**src/rtl/ula_pkg.sv**
```systemverilog
// Shared types and function-select constants for the sliced 74181-style ALU.
package ula_pkg;

  localparam int unsigned OP_W = 4;

  typedef enum logic [1:0] {
    IDLE = 2'd0,
    RUN  = 2'd1,
    DONE = 2'd2
  } ula_estado_t;

  localparam logic [OP_W-1:0] OP_SOMA = 4'b1001;
  localparam logic [OP_W-1:0] OP_SUB  = 4'b0110;
  localparam logic [OP_W-1:0] OP_UNS  = 4'b1100;
  localparam logic [OP_W-1:0] OP_XOR  = 4'b0110;

endpackage

```
**src/rtl/ula_fatiada_if.sv**
```systemverilog
// Request/result handshake bundle between requester, ALU and consumer.
interface ula_fatiada_if #(
  parameter int unsigned WIDTH = 16
);
  logic             in_valid;
  logic             in_ready;
  logic [WIDTH-1:0] a;
  logic [WIDTH-1:0] b;
  logic [3:0]       s;
  logic             m;
  logic             ci;
  logic             out_valid;
  logic             out_ready;
  logic [WIDTH-1:0] f;
  logic             co;
  logic             aeqb;
  logic             zero;

  modport master (
    output in_valid, a, b, s, m, ci, out_ready,
    input  in_ready, out_valid, f, co, aeqb, zero
  );

  modport slave (
    input  in_valid, a, b, s, m, ci, out_ready,
    output in_ready, out_valid, f, co, aeqb, zero
  );
endinterface

```
**src/rtl/ula_fatia.sv**
```systemverilog
// Combinational SLICE-bit 74181 function slice: logic ops or P+Q+cin per select.
module ula_fatia
  import ula_pkg::*;
#(
  parameter int unsigned SLICE = 4
) (
  input  logic [SLICE-1:0] a,
  input  logic [SLICE-1:0] b,
  input  logic [OP_W-1:0]  s,
  input  logic             m,
  input  logic             cin,
  output logic [SLICE-1:0] f_c,
  output logic             cout_c
);
  localparam int unsigned SW = SLICE + 1;

  logic [SLICE-1:0] ones;
  logic [SLICE-1:0] p;
  logic [SLICE-1:0] q;
  logic [SW-1:0]    sum;

  always_comb begin
    ones   = '1;
    p      = '0;
    q      = '0;
    sum    = '0;
    f_c    = '0;
    cout_c = 1'b0;
    if (m) begin
      case (s)
        4'b0000: f_c = ~a;
        4'b0001: f_c = ~(a | b);
        4'b0010: f_c = ~a & b;
        4'b0011: f_c = '0;
        4'b0100: f_c = ~(a & b);
        4'b0101: f_c = ~b;
        4'b0110: f_c = a ^ b;
        4'b0111: f_c = a & ~b;
        4'b1000: f_c = ~a | b;
        4'b1001: f_c = ~(a ^ b);
        4'b1010: f_c = b;
        4'b1011: f_c = a & b;
        4'b1100: f_c = ones;
        4'b1101: f_c = a | ~b;
        4'b1110: f_c = a | b;
        default: f_c = a;
      endcase
    end else begin
      // Operand pair (P, Q) per select; every term is bitwise so slices stay independent.
      case (s)
        4'b0000: begin p = a;         q = '0;      end
        4'b0001: begin p = a | b;     q = '0;      end
        4'b0010: begin p = a | ~b;    q = '0;      end
        4'b0011: begin p = '0;        q = ones;    end
        4'b0100: begin p = a;         q = a & ~b;  end
        4'b0101: begin p = a | b;     q = a & ~b;  end
        4'b0110: begin p = a;         q = ~b;      end
        4'b0111: begin p = a & ~b;    q = ones;    end
        4'b1000: begin p = a;         q = a & b;   end
        4'b1001: begin p = a;         q = b;       end
        4'b1010: begin p = a | ~b;    q = a & b;   end
        4'b1011: begin p = a & b;     q = ones;    end
        OP_UNS:  begin p = a;         q = a;       end
        4'b1101: begin p = a | b;     q = a;       end
        4'b1110: begin p = a | ~b;    q = a;       end
        default: begin p = a;         q = ones;    end
      endcase
      sum    = {1'b0, p} + {1'b0, q} + SW'(cin);
      f_c    = sum[SLICE-1:0];
      cout_c = sum[SLICE];
    end
  end

endmodule

```
**src/rtl/ula_fatiada.sv**
```systemverilog
// Multi-cycle WIDTH-bit 74181 ALU: one SLICE-bit slice per clock, LSB first, registered carry.
module ula_fatiada
  import ula_pkg::*;
#(
  parameter int unsigned WIDTH = 16,
  parameter int unsigned SLICE = 4
) (
  input  logic         clk,
  input  logic         rst,
  ula_fatiada_if.slave bus
);
  localparam int unsigned NSLICE = WIDTH / SLICE;
  localparam int unsigned KW     = (NSLICE > 1) ? $clog2(NSLICE) : 1;

  if (SLICE == 0 || (WIDTH % SLICE) != 0) begin : g_bad_param
    $error("ula_fatiada: WIDTH must be a non-zero multiple of SLICE");
  end

  ula_estado_t      state_q, state_d;
  logic [KW-1:0]    k_q, k_d;
  logic             carry_q, carry_d;
  logic [WIDTH-1:0] a_q, a_d;
  logic [WIDTH-1:0] b_q, b_d;
  logic [OP_W-1:0]  s_q, s_d;
  logic             m_q, m_d;
  logic [WIDTH-1:0] f_q, f_d;
  logic             co_q, co_d;
  logic             aeqb_q, aeqb_d;
  logic             zero_q, zero_d;
  logic             in_ready_q, in_ready_d;
  logic             out_valid_q, out_valid_d;

  logic [SLICE-1:0] sl_a;
  logic [SLICE-1:0] sl_b;
  logic [SLICE-1:0] sl_f;
  logic             sl_cout;

  // Pick the operand slice addressed by the slice counter.
  always_comb begin
    sl_a = '0;
    sl_b = '0;
    for (int unsigned i = 0; i < NSLICE; i++) begin
      if (k_q == KW'(i)) begin
        sl_a = a_q[i*SLICE +: SLICE];
        sl_b = b_q[i*SLICE +: SLICE];
      end
    end
  end

  ula_fatia #(.SLICE(SLICE)) u_fatia (
    .a      (sl_a),
    .b      (sl_b),
    .s      (s_q),
    .m      (m_q),
    .cin    (carry_q),
    .f_c    (sl_f),
    .cout_c (sl_cout)
  );

  always_comb begin
    state_d     = state_q;
    k_d         = k_q;
    carry_d     = carry_q;
    a_d         = a_q;
    b_d         = b_q;
    s_d         = s_q;
    m_d         = m_q;
    f_d         = f_q;
    co_d        = co_q;
    aeqb_d      = aeqb_q;
    zero_d      = zero_q;
    in_ready_d  = in_ready_q;
    out_valid_d = out_valid_q;
    case (state_q)
      IDLE: begin
        if (bus.in_valid && in_ready_q) begin
          a_d        = bus.a;
          b_d        = bus.b;
          s_d        = bus.s;
          m_d        = bus.m;
          carry_d    = bus.ci & ~bus.m;
          k_d        = '0;
          in_ready_d = 1'b0;
          state_d    = RUN;
        end
      end
      RUN: begin
        for (int unsigned i = 0; i < NSLICE; i++) begin
          if (k_q == KW'(i)) f_d[i*SLICE +: SLICE] = sl_f;
        end
        carry_d = sl_cout;
        k_d     = k_q + KW'(1);
        // Last slice: flags come from the completed result.
        if (k_q == KW'(NSLICE - 1)) begin
          k_d         = '0;
          co_d        = sl_cout & ~m_q;
          aeqb_d      = &f_d;
          zero_d      = ~|f_d;
          out_valid_d = 1'b1;
          state_d     = DONE;
        end
      end
      DONE: begin
        if (bus.out_ready) begin
          out_valid_d = 1'b0;
          in_ready_d  = 1'b1;
          state_d     = IDLE;
        end
      end
      default: begin
        state_d     = IDLE;
        out_valid_d = 1'b0;
        in_ready_d  = 1'b1;
      end
    endcase
  end

  always_ff @(posedge clk) begin
    if (rst) begin
      state_q     <= IDLE;
      k_q         <= '0;
      carry_q     <= 1'b0;
      a_q         <= '0;
      b_q         <= '0;
      s_q         <= '0;
      m_q         <= 1'b0;
      f_q         <= '0;
      co_q        <= 1'b0;
      aeqb_q      <= 1'b0;
      zero_q      <= 1'b0;
      in_ready_q  <= 1'b1;
      out_valid_q <= 1'b0;
    end else begin
      state_q     <= state_d;
      k_q         <= k_d;
      carry_q     <= carry_d;
      a_q         <= a_d;
      b_q         <= b_d;
      s_q         <= s_d;
      m_q         <= m_d;
      f_q         <= f_d;
      co_q        <= co_d;
      aeqb_q      <= aeqb_d;
      zero_q      <= zero_d;
      in_ready_q  <= in_ready_d;
      out_valid_q <= out_valid_d;
    end
  end

  assign bus.in_ready  = in_ready_q;
  assign bus.out_valid = out_valid_q;
  assign bus.f         = f_q;
  assign bus.co        = co_q;
  assign bus.aeqb      = aeqb_q;
  assign bus.zero      = zero_q;

endmodule
```
**src/flat_wrapper.sv**
```systemverilog
// flat-port wrapper written by rule: the top's interface ports become plain ports
module ula_fatiada_flat import ula_pkg::*;
#(
  parameter int unsigned WIDTH = 16,
  parameter int unsigned SLICE = 4
)
  (clk, rst, bus_in_valid, bus_a, bus_b, bus_s, bus_m, bus_ci, bus_out_ready, bus_in_ready, bus_out_valid, bus_f, bus_co, bus_aeqb, bus_zero);
  ula_fatiada_if #(.WIDTH(WIDTH)) bus_i ();
  input  logic clk;
  input  logic rst;
  input wire logic [$bits(bus_i.in_valid)-1:0] bus_in_valid;
  input wire logic [$bits(bus_i.a)-1:0] bus_a;
  input wire logic [$bits(bus_i.b)-1:0] bus_b;
  input wire logic [$bits(bus_i.s)-1:0] bus_s;
  input wire logic [$bits(bus_i.m)-1:0] bus_m;
  input wire logic [$bits(bus_i.ci)-1:0] bus_ci;
  input wire logic [$bits(bus_i.out_ready)-1:0] bus_out_ready;
  output wire logic [$bits(bus_i.in_ready)-1:0] bus_in_ready;
  output wire logic [$bits(bus_i.out_valid)-1:0] bus_out_valid;
  output wire logic [$bits(bus_i.f)-1:0] bus_f;
  output wire logic [$bits(bus_i.co)-1:0] bus_co;
  output wire logic [$bits(bus_i.aeqb)-1:0] bus_aeqb;
  output wire logic [$bits(bus_i.zero)-1:0] bus_zero;
  assign bus_i.in_valid = bus_in_valid;
  assign bus_i.a = bus_a;
  assign bus_i.b = bus_b;
  assign bus_i.s = bus_s;
  assign bus_i.m = bus_m;
  assign bus_i.ci = bus_ci;
  assign bus_i.out_ready = bus_out_ready;
  assign bus_in_ready = bus_i.in_ready;
  assign bus_out_valid = bus_i.out_valid;
  assign bus_f = bus_i.f;
  assign bus_co = bus_i.co;
  assign bus_aeqb = bus_i.aeqb;
  assign bus_zero = bus_i.zero;
  ula_fatiada #(.WIDTH(WIDTH), .SLICE(SLICE)) u_core (.clk(clk), .rst(rst), .bus(bus_i));
endmodule
```
**config.mk**
```make
export PLATFORM = sky130hd
export DESIGN_NAME = ula_fatiada_flat
export DESIGN_NICKNAME = d
export VERILOG_FILES = /design/src/rtl/ula_pkg.sv /design/src/rtl/ula_fatiada_if.sv /design/src/rtl/ula_fatia.sv /design/src/rtl/ula_fatiada.sv /design/src/flat_wrapper.sv
export SDC_FILE = /design/constraint.sdc
export NUM_CORES = 1
export LEC_CHECK = 0
export CAP_MARGIN = 5
export CELL_PAD_IN_SITES_DETAIL_PLACEMENT = 1
export CELL_PAD_IN_SITES_GLOBAL_PLACEMENT = 2
export CORE_MARGIN = 5
export CORE_UTILIZATION = 29
export CTS_CLUSTER_DIAMETER = 30
export DETAILED_ROUTE_END_ITERATION = 8
export GPL_ROUTABILITY_DRIVEN = 1
export PLACE_DENSITY_LB_ADDON = 0.1
export SETUP_SLACK_MARGIN = 0.1
export SYNTH_ARGS = -nofsm -noshare
export SYNTH_HDL_FRONTEND = slang
export SYNTH_SLANG_ARGS = --single-unit
export TNS_END_PERCENT = 100
```
**constraint.sdc**
```tcl
create_clock -name clk -period 4.3 [get_ports clk]
set_input_delay 1.29 -clock clk [delete_from_list [all_inputs] [get_ports clk]]
set_output_delay 1.29 -clock clk [all_outputs]
set_load 0.005 [all_outputs]
```
[After elaboration in Yosys (flattened, before gate mapping)]
Cells that the tools add are included.
Operators by class
  $add $sub $neg: 3
  equal/unequal tests: 22
  multiplexer cells: 38
  bitwise gates (word level): 18
  reduce and logical (&&, ||, !) cells: 20
Operators with widths (count)
  $mux W4: 19
  $pmux W4 S15: 1
  $eq A4 B4 Y1 const B: 7
  $pmux W4 S6: 1
  $not A4 Y4: 5
  $pmux W4 S5: 1
  $eq A4 B3 Y1 const B: 4
  $reduce_and A16 Y1: 1
  $reduce_or A16 Y1: 1
  $and A4 B4 Y4: 3
  $or A4 B4 Y4: 3
  $reduce_or A3 Y1: 4
  $mux W2: 5
  $reduce_and A3 Y1: 3
  $eq A4 B2 Y1 const B: 2
  $eq A2 B2 Y1 const B: 3
  $mux W1: 6
  $pmux W1 S3: 2
  $pmux W2 S3: 1
  $reduce_and A2 Y1: 3
  $add A4 B4 Y5: 1
  $add A5 B1 Y5: 1
  $eq A2 B1 Y1 const B: 2
  $eq A4 B1 Y1 const B: 1
  14 further kinds: 21
Storage, ports and cells
  bits in registers: 63
  bits of input ports: 42
  output and inout bits: 21
  word-level logic and storage cells: 114

[Logic depth before layout (Yosys ltp)]
Gate-level depths: netlist of run 1.
  depth after elaboration: 16
  depth in mapped cells: 23
  mapped depth without buffers: 22

[Cells and area by module]
A second synthesis of run 1 with hierarchy kept.
Unflattened totals
  cell total of the unflattened synthesis: 567
  area, all modules: 4171.5 um^2
Modules (own cells, without submodules)
  ula_fatiada: times used 1, cells an instance 369, area an instance 2821.5 um^2, seq. area each 1261.2 um^2
  ula_fatia: times used 1, cells an instance 198, area an instance 1350.0 um^2, seq. area each 0.0 um^2

[Least setup slack after synthesis of run 1]
Ideal clock, no wire load.
  path type: register to register
  from: reg u_core.k_q[1]
  to: reg u_core.aeqb_q, in the netlist u_core.bus.aeqb
  data arrival time: 4.260 ns
  path slack: -0.047 ns
  stages on the path, launching flop included: 23
  path through: dfxtp_1 inv_1 ha_1 buf_6 buf_6 nand3b_1 a21oi_1 ha_1 nand3b_1 a21oi_1 a221oi_1 nand2_1 o21ai_0 fa_1 fa_1 xnor2_1 a32oi_1 o2111ai_2 nor3_2 nor3_4 nand2_1 a2111o_1 o31ai_1
Between the ends
  longest elaborated chain between the ends: 15
Ends and longest elaborated chain
  from (decl): RTL line ula_fatiada.sv:20  | logic [KW-1:0] k_q, k_d;
  from (signal assigned): RTL line ula_fatiada.sv:135  | k_q <= k_d;
  $logic_not A2 Y1: RTL line ula_fatiada.sv:43, ula_fatiada.sv:89
  $mux W4 (4 in a row): RTL line ula_fatiada.sv:43  | if (k_q == KW'(i)) begin
  $not A4 Y4
  $and A4 B4 Y4 or $or A4 B4 Y4 (tied branches)
  $pmux W4 S6 or $pmux W4 S5 (tied branches): RTL line ula_fatia.sv:50  | case (s)
  $mux W4: RTL line ula_fatia.sv:29  | if (m) begin
  $add A4 B4 Y5: RTL line ula_fatia.sv:68  | sum = {1'b0, p} + {1'b0, q} + SW'(cin);
  $add A5 B1 Y5: RTL line ula_fatia.sv:68
  $mux W4: RTL line ula_fatia.sv:29
  $mux W4: RTL line ula_fatiada.sv:89  | if (k_q == KW'(i)) f_d[i*SLICE +: SLICE] = sl_f;
  $mux W4: RTL line ula_fatiada.sv:74  | case (state_q)
  $reduce_and A16 Y1: RTL line ula_fatiada.sv:97  | aeqb_d = &f_d;
  to (signal assigned): RTL line ula_fatiada.sv:143  | aeqb_q <= aeqb_d;
  to (decl): RTL line ula_fatiada.sv:28  | logic aeqb_q, aeqb_d;
Several ways; a longest one is shown, not always the timed one. The select of a mux whose other input is x is not followed.
A chain may end at the register's enable or synchronous reset.

[Worst setup path in the final report of run 1]
Ends and elaborated chain as after synthesis.

==> results of run 1 <==
[layer usage]
layer,GRT usage,vias to the layer above
met3,0.0349,16
met4,0.0520,0
met1,0.234,2173
met5,0,-
li1,-,2246
met2,0.307,67
[worst reg2reg max path, stage by stage (launching register included)]
cell and delay [ps]:
dfxtp_4 370, inv_4 70, buf_6 90, ha_4 170, nand3b_4 100, a221oi_4 320, ha_2 250, nand3b_1 90
a21oi_2 210, a221oi_2 60, nand2_1 90, o21ai_2 70, fa_2 430, fa_2 390, xnor2_2 190, a32oi_1 90
o2111ai_2 110, nor3_4 80, nor3_4 210, nand2_1 100, a2111o_1 420, o31ai_1 200
[path summary, 6_finish.rpt]
| path | end | slack [ps] | cells after the start |
|---|---|---|---|
| setup / recovery | u_core.bus.aeqb$_SDFFE_PP0P_ | 100 | 21 |
| hold / removal | u_core.a_q[2]$_SDFFE_PP0P_ | 460 | 2 |
| setup reg to reg | u_core.bus.aeqb$_SDFFE_PP0P_ | 100 | 21 |
| hold reg to reg | u_core.a_q[2]$_SDFFE_PP0P_ | 460 | 2 |
[repair_timing]
action,4_1_cts,5_1_grt
buffers inserted,8,8
gates resized for setup,30,18
cloned,0,0
endpoints found under the hold margin,0,0
pin swaps,16,10
setup endpoints to repair,10,10
[power breakdown]
group | internal (W) | switching (W)
registers | 0.000614 | 0.0000341
logic | 0.000307 | 0.000330
clock network | 0.000526 | 0.000295
total | 0.00145 | 0.000658
[kinds of logic after synthesis]
family	Yosys count	share of synthesized area
AND/OR/NAND/NOR	243	0.279
buffers and inverters	62	0.0708
AO/OA/AOI/OAI	154	0.243
flip-flops	63	0.290
adder cells (fa/ha/maj)	25	0.0754
multiplexers	16	0.0377
XOR/XNOR	2	0.00403
[registers in the layout (all words and copies together) (netlist names), 2 cells and up]
signal / cells
u_core.bus.f: 16
u_core.state_q: 2
u_core.b_q: 16
u_core.k_q: 2
u_core.a_q: 16
u_core.s_q: 4
[cell type report]
type / count / area, µm²
tap: 184 / 230
clock buffer: 10 / 239
timing repair buffer: 153 / 1330
sequential: 63 / 1270
inverter: 21 / 83.8
clock inverter: 6 / 91.3
multi-input combinational: 440 / 2970
fill: 1753 / 8430
[per-stage QoR]
stage	TNS, ps	utilization	area, µm²	total power (W)
final	0	0.424	6210	0.00211
after global routing	-150	0.424	6210	0.00221
after CTS	0	0.415	6080	0.00209
after detailed placement	-561	0.381	5580	0.00123
after global placement	-247	0.381	5580	0.00123
after floorplan	0	-	4370	0.000980
[cell usage after synthesis, types with 3 or more instances]
cell / instances / area, µm²
a211oi_1: 7 / 52.6
a211oi_2: 8 / 100
a21oi_1: 73 / 365
a221o_1: 4 / 40.0
a221oi_1: 4 / 35.0
a31oi_1: 6 / 37.5
and2_1: 3 / 18.8
buf_2: 6 / 30.0
buf_6: 8 / 90.1
clkbuf_1: 23 / 86.3
dfxtp_1: 63 / 1260
ha_1: 23 / 288
inv_1: 19 / 71.3
mux2i_1: 13 / 130
nand2_1: 109 / 409
nand2b_1: 10 / 62.6
nand3_1: 16 / 80.1
nand3b_1: 11 / 82.6
nor2_1: 39 / 146
nor2b_1: 11 / 68.8
nor3_1: 14 / 70.1
nor3b_1: 5 / 37.5
nor3b_2: 3 / 37.5
nor4_1: 3 / 18.8
o211ai_1: 4 / 30.0
o21ai_0: 11 / 55.1
o22ai_1: 8 / 50.1
o31ai_1: 3 / 22.5
==> flow_summary.json, run 1 <==
{
  "overflow": 0,
  "dr_wl_met2_um": 7800,
  "fin_skew_ps": 7.65,
  "cts_buffers": 9,
  "min_from": "u_core.a_q[2]$_SDFFE_PP0P_",
  "place.gp.congestion": 0.920,
  "viasPerCell": 5.13,
  "antenna_cells": 0,
  "cts_hold_repair.buffers": 0,
  "placement.io_buffers": 62,
  "ios": 63,
  "slew_headroom": 0.545,
  "hp-class": "flip-flop to flip-flop",
  "critPathRequiredTime_ps": 4560,
  "grt_pass1_vias": 4822,
  "die_w_um": 132,
  "wl_per_cell_um": 17.9,
  "synth_fp_nets": 632,
  "vias": 4502,
  "synth_cell_types": 69,
  "rsz0062_at_grt": "true",
  "dr.pass1.iters": 4,
  "stdcell_count": 877,
  "cts_root_buf": "clkbuf_16",
  "crit_chain": "inv_4 > buf_6 > ha_4 > nand3b_4 > a221oi_4 > ha_2 > nand3b_1 > a21oi_2 > a221oi_2 > nand2_1 > o21ai_2 > fa_2 > fa_2 > xnor2_2 > a32oi_1 > o2111ai_2 > nor3_4 > nor3_4 > nand2_1 > a2111o_1 > o31ai_1",
  "syn_area_mm2": 0.00435,
  "path_max_fanout": 5,
  "drive_gt1_frac": 0.250,
  "fin_nets": 755,
  "ys_async_sr_fraction": 0,
  "crit_type": "flip-flop to flip-flop",
  "peakVddDrop_mv": 0.180,
  "area_growth_pct": 42.9,
  "grt_max_degree": 64,
  "die_y_um": 132,
  "leakage_nw": 2.34,
  "dp_slack_ps": -242,
  "period_share": 0.977,
  "clk-insertion-delay-late_ps": 340,
  "timing.hold.ws_ps": 458,
  "crit_start": "u_core.k_q[1]$_SDFFE_PP0P_",
  "routed.top_layer": "met4",
  "cts_tree": "yes",
  "ant_nets": 0,
  "yosys_most_used_dff": "dfxtp_1",
  "drt_iter0_markers": 213,
  "crit_buf_inv": 2,
  "cp.arrival_ps": 4460,
  "antenna_found_initial": 0,
  "finalSetupViolCount": 0,
  "syn_inst": 565,
  "seq_area_frac_synth": 0.290,
  "layout_common_cells": "nand2_1, buf_4, a21oi_1, clkdlybuf4s50_1, dfxtp_1",
  "timing.rr.start": "u_core.k_q[1]$_SDFFE_PP0P_",
  "status": "finished clean",
  "critPathSlowestCell": "fa_2",
  "cap_violations": 0,
  "drc": 0,
  "placementRows": 44,
  "synth_seq_cells": 63,
  "slew_violations": 0,
  "die-area_mm2": 0.0175,
  "start_util": 0.297,
  "grtUsageTotal": 0.181,
  "critPathLaunchType": "flip-flop",
  "crit_family": "compound AO/OA/AOI/OAI gates",
  "final_common_cell": "nand2_1",
  "timing.fmax_mhz": 238,
  "met1_length_um": 7250,
  "h-tree-depth": 3,
  "core_mm2": 0.0146,
  "clockBufferDepth": 2,
  "drt_wl_total_um": 15700,
  "grt_first_pass_wirelength_um": 25600,
  "syn_avg_cell_area_um2": 7.69,
  "synth_edf_count": 0,
  "post-route-min-period_ps": 4200,
  "worst_pin_slew_ps": 682,
  "clk_pin_slew_ps": 60,
  "setup.worst_path.end_class": "flip-flop",
  "met3_length_um": 464,
  "worst_slack_ps": 100,
  "hpwl_um": 11900,
  "hold_viol": 0,
  "clock_sinks": 63,
  "dp.cells": 846,
  "power.density_mw_per_mm2": 339,
  "synth_warnings": 0,
  "slowest_delay_ps": 430
}
Note: power is estimated with default switching activity, not from simulation.
==> inputs of run 2 (changes only) <==
--- a/config.mk
+++ b/config.mk
@@ -13,6 +13,7 @@
 export CTS_CLUSTER_DIAMETER = 30
 export DETAILED_ROUTE_END_ITERATION = 8
 export GPL_ROUTABILITY_DRIVEN = 1
+export MAX_ROUTING_LAYER = met4
 export PLACE_DENSITY_LB_ADDON = 0.1
 export SETUP_SLACK_MARGIN = 0.1
 export SYNTH_ARGS = -nofsm -noshare
==> run 2 against run 1 <==
Design area decreased by 0.79%. Power decreased by 5.8%. Register-to-register slack got worse by 50 ps. Global-route usage increased by 0.46 points. Sequential power about the same. Critical path type unchanged. Largest cell class unchanged.
==> flow_summary.json, run 2 (same netlist as run 1, synthesis figures left out) <==
{
  "cp.arrival_ps": 4490,
  "hpwl_um": 12000,
  "timing.hold.ws_ps": 459,
  "area_growth_pct": 41.8,
  "grtUsageTotal": 0.185,
  "postPlaceCellArea_mm2": 0.00561,
  "grt_first_pass_wirelength_um": 25800,
  "worst_r2r_path_depth": 22,
  "die_w_um": 132,
  "crit_path_frequent_cell": "buf_4",
  "power_frac_clock": 0.351,
  "place.gp.congestion": 0.934,
  "status": "finished clean",
  "seqPwrFrac": 0.326,
  "switchingPower_w": 0.000640,
  "fin_area_mm2": 0.00616,
  "overflow": 0,
  "worst_pin_slew_ps": 666,
  "ant_nets": 0,
  "slew_headroom": 0.556,
  "cts_buffers": 9,
  "placementRows": 44,
  "die_y_um": 132,
  "leakage_nw": 2.31,
  "core_mm2": 0.0146,
  "grt_pass1_vias": 4823,
  "hold_viol": 0,
  "cts_tree": "yes",
  "clockBufferDepth": 2,
  "layout_common_cells": "nand2_1, buf_4, a21oi_1, clkdlybuf4s50_1, dfxtp_1",
  "fillCellCount": 1778,
  "critPathSlowestCell": "dfxtp_4",
  "antenna_found_initial": 0,
  "critPathRequiredTime_ps": 4550,
  "p_int_w": 0.00134,
  "ios": 63,
  "rsz0062_at_grt": "true",
  "start_util": 0.297,
  "wl_per_cell_um": 18.1,
  "drt_wl_total_um": 15800,
  "slowest_delay_ps": 400,
  "comb_power_share": 0.323,
  "power.total_w": 0.00198,
  "drive_gt1_frac": 0.249,
  "stdcell_count": 875,
  "grt_max_degree": 64,
  "worst_slack_ps": 55.0,
  "die-area_mm2": 0.0175,
  "fin_nets": 753,
  "dp_slack_ps": -312,
  "cap_violations": 0,
  "crit_buf_inv": 5,
  "placement.io_buffers": 62,
  "dp.cells": 849,
  "post-route-min-period_ps": 4250,
  "clk_pin_slew_ps": 60,
  "power.density_mw_per_mm2": 322,
  "hp-class": "flip-flop to flip-flop",
  "crit_chain": "inv_4 > ha_4 > buf_4 > buf_4 > nand3b_1 > a211oi_2 > inv_1 > ha_2 > nand3_1 > a21oi_2 > a221o_1 > mux2_4 > ha_1 > nand2_1 > o21ai_2 > xor2_1 > and2_4 > nor4_4 > clkbuf_16 > o21a_1 > a2111o_1 > o31ai_1",
  "drt_iter0_markers": 230,
  "timing.fmax_mhz": 236,
  "min_path_cells": 2,
  "ff_latch_area_mm2": 0.00127,
  "fin_skew_ps": 6.17,
  "peakVddDrop_mv": 0.182,
  "cts_root_buf": "clkbuf_16",
  "period_share": 0.987,
  "critPathLaunchType": "flip-flop",
  "path_depth": 22,
  "h-tree-depth": 3,
  "clock_sinks": 63,
  "viasPerCell": 5.25,
  "crit_family": "compound AO/OA/AOI/OAI gates",
  "dr.pass1.iters": 5,
  "setup.worst_path.end_class": "flip-flop",
  "crit_type": "flip-flop to flip-flop",
  "multiInputGateArea_mm2": 0.00298,
  "final_common_cell": "nand2_1",
  "finalSetupViolCount": 0,
  "slew_violations": 0,
  "swShare": 0.323,
  "vias": 4596,
  "path_max_fanout": 6,
  "antenna_cells": 0,
  "drc": 0,
  "clk-insertion-delay-late_ps": 330
}
## run 2: final timing paths
| path | end | slack [ps] | startpoint |
|---|---|---|---|
| hold reg to reg | u_core.b_q[15]$_SDFFE_PP0P_ | 460 | u_core.b_q[15]$_SDFFE_PP0P_ |
| setup reg to reg | u_core.bus.aeqb$_SDFFE_PP0P_ | 50 | u_core.k_q[1]$_SDFFE_PP0P_ |
| setup / recovery | u_core.bus.aeqb$_SDFFE_PP0P_ | 50 | u_core.k_q[1]$_SDFFE_PP0P_ |
| hold / removal | u_core.b_q[15]$_SDFFE_PP0P_ | 460 | u_core.b_q[15]$_SDFFE_PP0P_ |
## run 2: worst min-delay path, stage by stage (launching register included)
cell	delay, ps
dfxtp_1	310
nand2_1	50
a21oi_1	50
## run 2: power groups by stage
stage          registers, W  logic, W  clock network [W]
2_1_floorplan      0.000642  0.000338                  0
3_3_place_gp       0.000658  0.000573                  0
3_5_place_dp       0.000659  0.000580                  0
4_1_cts            0.000647  0.000612           0.000715
5_1_grt            0.000651  0.000698           0.000745
6_report           0.000647  0.000640           0.000696
## run 2: layout make-up
class / count / share of cell area
Timing Repair Buffer: 151 / 0.214
Tap cell: 184 / 0.0374
Clock inverter: 4 / 0.00467
Inverter: 21 / 0.0132
Sequential cell: 63 / 0.206
Multi-Input combinational cell: 440 / 0.484
Clock buffer: 12 / 0.0416
## run 2: metal layers
layer	vias to the layer above	GRT usage	part of all wire
li1	2243	-	-
met1	2262	0.236	0.47
met2	75	0.309	0.49
met3	16	0.0319	0.029
met4	0	0.0433	0.014
met5	-	-	0
## run 2: repair_timing
| item | CTS | global route |
|---|---|---|
| gates resized for setup | 27 | 19 |
| setup buffers | 10 | 1 |
| hold buffers | 0 | 0 |
| endpoints found under the setup margin | 10 | 10 |
| pin swaps | 17 | 18 |
## run 2: through the flow
stage                util  TNS, ps
floorplan               -        0
global placement    0.383     -331
detailed placement  0.383     -555
CTS                 0.415        0
global route        0.421     -137
finish              0.421        0
==> inputs of run 3 (changes only) <==
--- a/config.mk
+++ b/config.mk
@@ -8,7 +8,6 @@
 export CAP_MARGIN = 5
 export CELL_PAD_IN_SITES_DETAIL_PLACEMENT = 1
 export CELL_PAD_IN_SITES_GLOBAL_PLACEMENT = 2
-export CORE_MARGIN = 5
 export CORE_UTILIZATION = 29
 export CTS_CLUSTER_DIAMETER = 30
 export DETAILED_ROUTE_END_ITERATION = 8
==> run 3 against run 2 <==
Global-route usage rose by 2.0 points. Design area rose by 1.8%. Sequential share of layout area fell by 0.37 points. Clock skew rose by 1.5 ps. Die area fell by 12%. Cell count rose by 0.80%. Utilization rose by 0.92 points. Routed wire length fell by 2.1%. Power rose by 7.8%. Combinational power rose by 3.6%. Non-clock buffer count rose by 7. Critical endpoint unchanged. Clock power rose by 19%.
==> flow_summary.json, run 3 (same netlist as run 1, synthesis figures left out) <==
{
  "postPlaceCellArea_mm2": 0.00559,
  "power.density_mw_per_mm2": 341,
  "status": "finished clean",
  "place.gp.congestion": 0.878,
  "fin_setup_tns_ps": 0,
  "dp.cells": 849,
  "drt_iter0_markers": 172,
  "power.total_w": 0.00214,
  "core_mm2": 0.0146,
  "stdcell_count": 882,
  "hold_viol": 0,
  "hpwl_um": 11500,
  "placementRows": 44,
  "cts_buffers": 9,
  "slew_headroom": 0.547,
  "cts_root_buf": "clkbuf_16",
  "rrSetupSlack_ps": 20,
  "timing.rr.start": "u_core.k_q[1]$_SDFFE_PP0P_",
  "grtUsageTotal": 0.205,
  "finalSetupViolCount": 0,
  "timing.hold.ws_ps": 457,
  "drive_gt1_frac": 0.264,
  "layout_common_cells": "nand2_1, buf_4, a21oi_1, clkdlybuf4s50_1, dfxtp_1",
  "hold_end": "u_core.a_q[13]$_SDFFE_PP0P_",
  "die-area_mm2": 0.0155,
  "antenna_cells": 0,
  "clock_sinks": 63,
  "die_y_um": 124,
  "fin_area_mm2": 0.00627,
  "clockBufferDepth": 2,
  "worst_r2r_path_depth": 21,
  "critPathLaunchType": "flip-flop",
  "cap_violations": 0,
  "drt_wl_total_um": 15500,
  "crit_type": "flip-flop to flip-flop",
  "post-route-min-period_ps": 4280,
  "r2r_end": "u_core.bus.aeqb$_SDFFE_PP0P_",
  "hp-class": "flip-flop to flip-flop",
  "ant_nets": 0,
  "leakage_nw": 2.37,
  "final_common_cell": "nand2_1",
  "antenna_found_initial": 0,
  "grt_pass1_vias": 4707,
  "slew_violations": 0,
  "die_w_um": 124,
  "worst_pin_slew_ps": 680,
  "setup.worst_path.end_class": "flip-flop",
  "rsz0062_at_grt": "true",
  "h-tree-depth": 3,
  "wl_per_cell_um": 17.5,
  "timing.fmax_mhz": 234,
  "fin_skew_ps": 7.62,
  "min_from": "u_core.a_q[13]$_SDFFE_PP0P_",
  "grt_first_pass_wirelength_um": 24700,
  "drc": 0,
  "clk_pin_slew_ps": 60,
  "cts_hold_repair.buffers": 0,
  "overflow": 0,
  "min_path_cells": 2,
  "area_growth_pct": 44.4,
  "cp.arrival_ps": 4540,
  "period_share": 0.995,
  "viasPerCell": 5.16,
  "ios": 63,
  "clk-insertion-delay-late_ps": 350,
  "path_max_fanout": 6,
  "fin_nets": 760,
  "cts_tree": "yes",
  "fillCellCount": 1750,
  "peakVddDrop_mv": 0.202,
  "grt_max_degree": 64,
  "placement.io_buffers": 62,
  "start_util": 0.298,
  "dr.pass1.iters": 4,
  "vias": 4555,
  "critPathRequiredTime_ps": 4560
}
==> run 3: cell count changes in the layout (fill, tap and decap cells not counted), sizes merged <==
cell,change
bufinv,+2
clkinvlp,-2
clkinv,+2
clkbuf,-3
buf,+8
==> run 3: report_power, final <==
group / internal (W) / switching [W] / leakage (nW)
Clock: 0.000526 / 0.000300 / 0.163
Sequential: 0.000614 / 0.0000328 / 0.515
Combinational: 0.000325 / 0.000339 / 1.69
==> run 3: worst max-delay path: stages (launching register included) <==
cell,delay (ps)
dfxtp_4,390
inv_4,50
ha_4,160
buf_6,130
nand3b_4,160
a221oi_4,300
ha_2,260
nand3b_1,100
a21oi_2,190
a221oi_2,50
nand2_1,90
o21ai_2,70
fa_2,390
fa_2,460
xnor2_4,230
a32oi_2,90
o2111ai_2,100
nor3_4,70
buf_4,150
o21a_1,170
a2111o_1,390
o31ai_2,170
==> run 3: repair_timing <==
action                                  CTS  global route
hold endpoints to repair                  0             0
buffers inserted                          7            10
endpoints found under the setup margin    7            10
gates resized for setup                  30            23
pin swaps                                19            17
==> run 3: layout make-up <==
cell class	instances	area, µm²	area share
clock buffers	10	239	0.0381
clock inverters	6	91.3	0.0146
inverters	21	81.3	0.0130
multi-input cells	440	3010	0.480
flip-flops and latches	63	1270	0.202
well taps	184	230	0.0367
repair buffers	158	1360	0.216
==> run 3: layer usage <==
metal / GRT usage / vias to the layer above / wire [µm]
li1: - / 2251 / -
met1: 0.252 / 2177 / 7030
met2: 0.333 / 103 / 7440
met3: 0.0417 / 24 / 618
met4: 0.0730 / 0 / 369
met5: - / - / 0
==> run 3: how the worst max path moves through the flow <==
| stage | startpoint | endpoint | slack [ps] | cells after the start |
|---|---|---|---|---|
| 3_3_place_gp | u_core.k_q[1]$_SDFFE_PP0P_ | u_core.bus.aeqb$_SDFFE_PP0P_ | -210 | 21 |
| 6_report | u_core.k_q[1]$_SDFFE_PP0P_ | u_core.bus.aeqb$_SDFFE_PP0P_ | 20 | 21 |
| 3_5_place_dp | u_core.k_q[1]$_SDFFE_PP0P_ | u_core.bus.aeqb$_SDFFE_PP0P_ | -280 | 21 |
| 5_1_grt | u_core.k_q[1]$_SDFFE_PP0P_ | u_core.bus.aeqb$_SDFFE_PP0P_ | -150 | 22 |
| 4_1_cts | u_core.k_q[1]$_SDFFE_PP0P_ | u_core.bus.aeqb$_SDFFE_PP0P_ | 20 | 21 |
| 2_1_floorplan | u_core.k_q[1]$_SDFFE_PP0P_ | u_core.bus.aeqb$_SDFFE_PP0P_ | 120 | 22 |
==> run 3: stage by stage <==
step / setup slack, ps / utilization
after detailed placement: -275 / 0.383
after CTS: 21.1 / 0.418
after global placement: -206 / 0.383
after global routing: -147 / 0.430
after floorplan: 125 / -
final: 23.4 / 0.430
